<file path="src/rtl/uart_share_arbiter.sv">
// uart_share_arbiter
// Shares one simpleuart data port between NREQ byte-stream requesters.
// TX side: round-robin arbitration with a packet lock held until a byte
// tagged last is written (or an optional idle timeout expires).
// RX side: a single holding register captures each received byte and
// presents it to whichever requester owned the UART at capture time.
module uart_share_arbiter #(
  parameter int NREQ         = 2,
  parameter int LOCK_TIMEOUT = 0,
  parameter int IDW          = $clog2(NREQ)
) (
  input  logic                clk,
  input  logic                resetn,
  input  logic [NREQ-1:0]     req_tx_valid,
  input  logic [8*NREQ-1:0]   req_tx_data,
  input  logic [NREQ-1:0]     req_tx_last,
  output logic [NREQ-1:0]     req_tx_ready,
  output logic [NREQ-1:0]     req_rx_valid,
  output logic [7:0]          req_rx_data,
  input  logic [NREQ-1:0]     req_rx_ready,
  output logic [IDW-1:0]      owner,
  output logic                owner_valid,
  output logic                uart_dat_we,
  output logic [31:0]         uart_dat_di,
  input  logic                uart_dat_wait,
  output logic                uart_dat_re,
  input  logic [31:0]         uart_dat_do
);

  typedef enum logic {IDLE = 1'b0, LOCKED = 1'b1} state_t;

  // Idle-count value at which the lock is dropped (unused when timeout is 0).
  localparam logic [15:0] TIMEOUT_M1 = 16'(LOCK_TIMEOUT - 1);

  state_t         state_reg;
  logic [IDW-1:0] owner_reg;
  logic [IDW-1:0] last_owner_reg;
  logic           owner_valid_reg;
  logic [15:0]    idle_cnt_reg;
  logic           hold_valid_reg;
  logic [7:0]     hold_data_reg;
  logic [IDW-1:0] hold_dest_reg;

  logic [7:0]     tx_byte [NREQ];
  logic           locked;
  logic           own_valid;
  logic           own_last;
  logic [7:0]     own_data;
  logic           xfer;
  logic           timeout_hit;
  logic           capture;
  logic           pop;
  logic           win_found;
  logic [IDW-1:0] win_idx;
  logic [IDW-1:0] cand;
  logic           unused_do_bits;

  // Per-requester byte lanes and per-requester handshake / RX routing.
  for (genvar gi = 0; gi < NREQ; gi++) begin : g_req
    assign tx_byte[gi]      = req_tx_data[8*gi +: 8];
    assign req_tx_ready[gi] = locked && (owner_reg == IDW'(gi)) && !uart_dat_wait;
    assign req_rx_valid[gi] = hold_valid_reg && (hold_dest_reg == IDW'(gi));
  end

  assign locked      = (state_reg == LOCKED);
  assign own_valid   = req_tx_valid[owner_reg];
  assign own_last    = req_tx_last[owner_reg];
  assign own_data    = tx_byte[owner_reg];
  assign xfer        = locked && own_valid && !uart_dat_wait;
  assign timeout_hit = (LOCK_TIMEOUT != 0) && !own_valid && (idle_cnt_reg == TIMEOUT_M1);

  assign uart_dat_we = locked && own_valid;
  assign uart_dat_di = locked ? {24'b0, own_data} : 32'b0;

  // A pending pop keeps the holding register full this cycle, so capture waits one cycle.
  assign capture     = uart_dat_do[8] && !hold_valid_reg;
  assign pop         = hold_valid_reg && req_rx_ready[hold_dest_reg];
  assign uart_dat_re = capture;
  assign req_rx_data = hold_data_reg;

  assign owner       = owner_reg;
  assign owner_valid = owner_valid_reg;

  assign unused_do_bits = ^uart_dat_do[31:9];

  // Round-robin winner: first valid requester after the previous owner.
  always_comb begin
    win_found = 1'b0;
    win_idx   = '0;
    cand      = last_owner_reg;
    for (int k = 0; k < NREQ; k++) begin
      cand = (cand == IDW'(NREQ - 1)) ? '0 : cand + IDW'(1);
      if (!win_found && req_tx_valid[cand]) begin
        win_found = 1'b1;
        win_idx   = cand;
      end
    end
  end

  // TX lock FSM: grant, hold until last byte or idle timeout, then release.
  always_ff @(posedge clk or negedge resetn) begin
    if (!resetn) begin
      state_reg       <= IDLE;
      owner_reg       <= '0;
      last_owner_reg  <= IDW'(NREQ - 1);
      owner_valid_reg <= 1'b0;
      idle_cnt_reg    <= '0;
    end else begin
      case (state_reg)
        IDLE: begin
          idle_cnt_reg <= '0;
          if (win_found) begin
            owner_reg       <= win_idx;
            state_reg       <= LOCKED;
            owner_valid_reg <= 1'b1;
          end
        end
        LOCKED: begin
          if (xfer || own_valid) begin
            idle_cnt_reg <= '0;
          end else if (idle_cnt_reg != 16'hFFFF) begin
            idle_cnt_reg <= idle_cnt_reg + 16'd1;
          end
          if ((xfer && own_last) || timeout_hit) begin
            state_reg       <= IDLE;
            owner_valid_reg <= 1'b0;
            last_owner_reg  <= owner_reg;
          end
        end
        default: begin
          state_reg       <= IDLE;
          owner_valid_reg <= 1'b0;
        end
      endcase
    end
  end

  // RX holding register: capture from the UART, release on the destination's pop.
  always_ff @(posedge clk or negedge resetn) begin
    if (!resetn) begin
      hold_valid_reg <= 1'b0;
      hold_data_reg  <= '0;
      hold_dest_reg  <= '0;
    end else if (pop) begin
      hold_valid_reg <= 1'b0;
    end else if (capture) begin
      hold_valid_reg <= 1'b1;
      hold_data_reg  <= uart_dat_do[7:0];
      hold_dest_reg  <= owner_reg;
    end
  end

endmodule

</file>
<file path="config.mk">
export PLATFORM = sky130hd
export DESIGN_NAME = uart_share_arbiter
export DESIGN_NICKNAME = d
export VERILOG_FILES = /design/src/rtl/uart_share_arbiter.sv
export SDC_FILE = /design/constraint.sdc
export NUM_CORES = 1
export LEC_CHECK = 0
export BUFFER_PORTS_ARGS = -buffer_cell sky130_fd_sc_hd__buf_2
export CORE_MARGIN = 2
export CORE_UTILIZATION = 30
export DETAILED_ROUTE_END_ITERATION = 16
export GPL_ROUTABILITY_DRIVEN = 0
export GPL_TIMING_DRIVEN = 0
export PLACE_DENSITY = 0.76
export SLEW_MARGIN = 15
export SYNTH_ARGS = -nofsm -noshare
export SYNTH_HDL_FRONTEND = slang
export SYNTH_SLANG_ARGS = --single-unit
</file>
<file path="constraint.sdc">
create_clock -name clk -period 1.2 [get_ports clk]
set_input_delay 0 -clock clk [delete_from_list [all_inputs] [get_ports clk]]
set_output_delay 0 -clock clk [all_outputs]
set_load 0.02 [all_outputs]
</file>
* Yosys cells after proc, flatten, opt, wreduce, memory -nomap -nowiden
Index checks and enable logic that the tools add are counted.
** Word-level totals
- Output and inout port bits :: 48
- Word-level logic and storage cells :: 69
- Flip-flop bits (word level) :: 14
- Input bits :: 57
** Cells by class
- Reductions and logical operators :: 20
- Multiplexer cells :: 28
- Bitwise logic cells :: 5
- Equality and inequality tests :: 2
- Magnitude comparators :: 5
- $add $sub $neg :: 2
** Operators by type and width (number)
- 8-bit two-way mux :: 4
- 1-bit two-way mux :: 22
- 1-bit logical AND :: 12
- 1-bit by 2-bit less-than comparator with 1-bit output (second input constant) :: 4
- 2-bit AND reduction :: 4
- 1-bit inverter :: 4
- 1-bit case mux with 2 select lines :: 2
- 1-bit logical NOT :: 3
- 1-bit adder (second input constant) :: 2
- 2-bit >= comparator (second input constant) :: 1
- 2-bit by 1-bit inequality test with 1-bit output (second input constant) :: 1
- 2-bit inequality test (second input constant) :: 1
- 1-bit inverter with 2-bit output :: 1
- 2-bit nonzero test :: 1

* Depth between registers and ports, before layout
- Depth in word-level cells :: 10
- Depth in mapped cells :: 4
- Depth with buffers taken out :: 3

* Worst setup path before layout
No wires, ideal clock.
- Kind :: flip-flop to flip-flop
- Start :: register owner_reg (netlist: owner)
- End :: register last_owner_reg
- Arrival time :: 1.393 ns
- Period minus slack after synthesis :: 1.475 ns
- Data required time :: 1.118 ns
- Stages on the path, launching flop included :: 5
- Path slack :: -0.275 ns
- Path through :: dfrtp_1 buf_6 mux2i_1 nor4_2 mux2_2
** On the way
- Cells in the longest elaborated chain, start to end :: 6
- Elaborated cells between the ends (all ways) :: 8
- Those cells by class :: 4 x mux; 4 x reduce/logical
** Ends and longest elaborated chain
- from (decl) :: line 36 : logic [IDW-1:0] owner_reg;
- from (signal assigned) :: line 113 : owner_reg <= win_idx;
- 1-bit two-way mux (not written as such) (2 in series) :: line 66 : assign own_valid = req_tx_valid[owner_reg];
- 1-bit logical AND (2 in series) :: line 69 : assign xfer = locked && own_valid && !uart_dat_wait;
- 1-bit logical AND :: line 124 : if ((xfer && own_last) || timeout_hit) begin
- 2-bit AND reduction (no source line)
- to (signal assigned) :: line 105 : last_owner_reg <= IDW'(NREQ - 1);
- to (signal assigned) :: line 127 : last_owner_reg <= owner_reg;
- to (decl) :: line 37 : logic [IDW-1:0] last_owner_reg;
Parallel ways exist; a longest one is shown, timed or not. The select of a mux whose other input is x is not followed.
A chain may end at the register's enable or synchronous reset.

* Worst setup path after layout
Ends and elaborated chain as after synthesis.

==> metrics.yaml <==
yosys.area_share.simple: 0.0978
cts_tree: "done"
synthesis.area_um2: 908
port_buffers: 57
fin_ws_ns: -0.170
ys_types: 21
final_cells: 217
cp-start-kind: "flop"
wl_um: 2270
antenna_found_initial: 0
clk_pin_slew_ns: 0.08
p_leak_nw: 0.892
synth-xor-area-share: 0
clockRootBuffer: "clkbuf_4"
die_height_um: 59.0
path_class: "reg -> reg"
cts_buffers: 3
synth_top_area_cell: "dfrtp_1"
rows: 19
cts_buffer_depth: 2
hold_viol_final: 0
drc: 0
design.die.area_um2: 3480
synth_enable_flop_cells: 0
synth-main-ff-cell: "dfrtp_1"
dr.first_iter.drc_count: 17
outcome: "complete, but fails checks"
finalCriticalPeriod_ns: 1.37
cp_data_arrival_time_ns: 1.57
core_um2: 2810
min_path_type: "in -> reg"
track_usage: 0.124
num_vias: 897
wl_per_cell_um: 10.5
grt_pass1_vias: 838
post-dp-hpwl_um: 1690
skew_ns: 0.000565
async_flop_share: 1.00
numClockSinks: 14
synthMuxAreaShare: 0.245
area_delta_synth_final_pct: 71.9
power_density_nw_per_um2: 1980
synth_top_family_by_area: "multiplexers"
period_share: 1.14
setup_violations: 13
violations: "setup timing"
rsz0062_at_grt: "true"
n_antenna_cell: 0
netlist.area_leader.share: 0.358
yosys-top-cells-count: "24 x buf_4, 13 x dfrtp_1, 11 x mux2i_1, 10 x mux2_2, 10 x nor2_1"
fin_nets: 244
yosysMostFrequentCell: "buf_4"
initial_utilization: 0.324
dp_cells: 199
totalPowerFinal_mw: 3.10
syn_area_per_cell_um2: 10.3
cp_max_fo: 5
synthCells: 88
ys_seq_area_frac: 0.387
drt.antenna.violating_nets: 0
synthTopCellsByArea: "dfrtp_1 36%, buf_4 20%, mux2_2 12%"
cp-end-kind: "flop"
worst-endpoint-required_ns: 1.40
vias_per_cell: 4.13
yosysWarningCount: 0
synth_adder_area_share: 0
max_freq_ghz: 0.730
fillers: 258
synth_seq_cells: 14
pin_count: 105
htreeDepth: 1
clock_latency_ns: 0.27
fin_util: 0.557
grt_pass1_wl_um: 3310
vdd_drop_max_mv: 1.09
cap_violations: 0
synth_compound_area_frac: 0.0317
dr.pass1.iters: 3
largest_reg_flops: 8
die_w_um: 59.0
grt_remaining_overflow: 0
grt_max_degree: 15
slew_viol_final: 0
final_layout_size_suffix_gt1_frac: 0.613
==> placed cells by master, fill, tap and decap left out, types with 2 or more instances in the layout <==
master,instances
dfrtp_1,12
clkbuf_8,2
buf_4,34
nor2_1,10
conb_1,24
mux2i_1,10
nand2_1,2
clkbuf_4,3
dlygate4sd3_1,9
mux2_4,3
buf_2,52
buf_6,3
mux2_2,7
==> layer usage <==
| metal | GRT usage | wire, µm | part of all wire | vias up |
|---|---|---|---|---|
| met3 | 0.0349 | 284 | 0.13 | 2 |
| met4 | 0.0487 | 10 | 0.0044 | 0 |
| met5 | 0 | 0 | 0 | - |
| met1 | 0.122 | 829 | 0.37 | 390 |
| li1 | - | - | - | 441 |
| met2 | 0.240 | 1150 | 0.50 | 64 |
==> final timing paths <==
check                                startpoint              to  slack [ns]  cells after the start
worst max-delay path                      owner  last_owner_reg       -0.17                      3
worst max register to register            owner  last_owner_reg       -0.17                      3
max in group asynchronous                resetn  last_owner_reg        0.75                      2
worst min-delay path            req_tx_valid[1]           owner        0.04                      2
worst min register to register           locked     owner_valid        0.48                      1
min in group asynchronous                resetn  req_rx_data[6]        0.17                      2
==> power by group <==
| group | switching, mW | total, mW | internal [mW] |
|---|---|---|---|
| logic | 0.992 | 1.90 | 0.909 |
| registers | 0.162 | 0.869 | 0.707 |
| clock network | 0.142 | 0.326 | 0.184 |
==> cells by family after synthesis <==
kind of cell,after synthesis
buffers and inverters,30
muxes,21
and+or+nand+nor,18
DFF,14
AOI/OAI and AO/OA,4
other,1
==> what timing repair did <==
item	in CTS	in global routing
hold buffers	9	0
endpoints found under the setup margin	23	23
setup buffers	6	0
pin swaps	2	2
hold endpoints to repair	22	0
cloned	1	0
resized for setup	16	8
==> stage by stage <==
step	area [µm²]	TNS [ns]	hold slack, ns	setup WS (ns)
after floorplan	1010	-0.318	-0.296	-0.251
after global placement	1330	-0.632	-0.0940	-0.276
after detailed placement	1330	-0.908	-0.0920	-0.279
after CTS	1540	-1.78	0.0258	-0.203
after global routing	1560	-2.64	0.0227	-0.262
final	1560	-1.16	0.0412	-0.170
==> critical path, stage by stage (launching register included) <==
cell     delay [ns]
dfrtp_2        0.46
mux2i_2        0.18
nor4_2         0.29
mux2_2         0.38
==> layout make-up <==
| class | count | area, µm² | area share |
|---|---|---|---|
| plain buffers | 27 | 213 | 0.136 |
| clock buffers | 4 | 36.3 | 0.0232 |
| inverters | 2 | 7.51 | 0.00481 |
| multi-input cells | 67 | 473 | 0.303 |
| flip-flops and latches | 14 | 353 | 0.226 |
| well taps | 31 | 38.8 | 0.0248 |
| repair buffers | 72 | 440 | 0.282 |
Note: power is estimated with default switching activity, not from simulation.
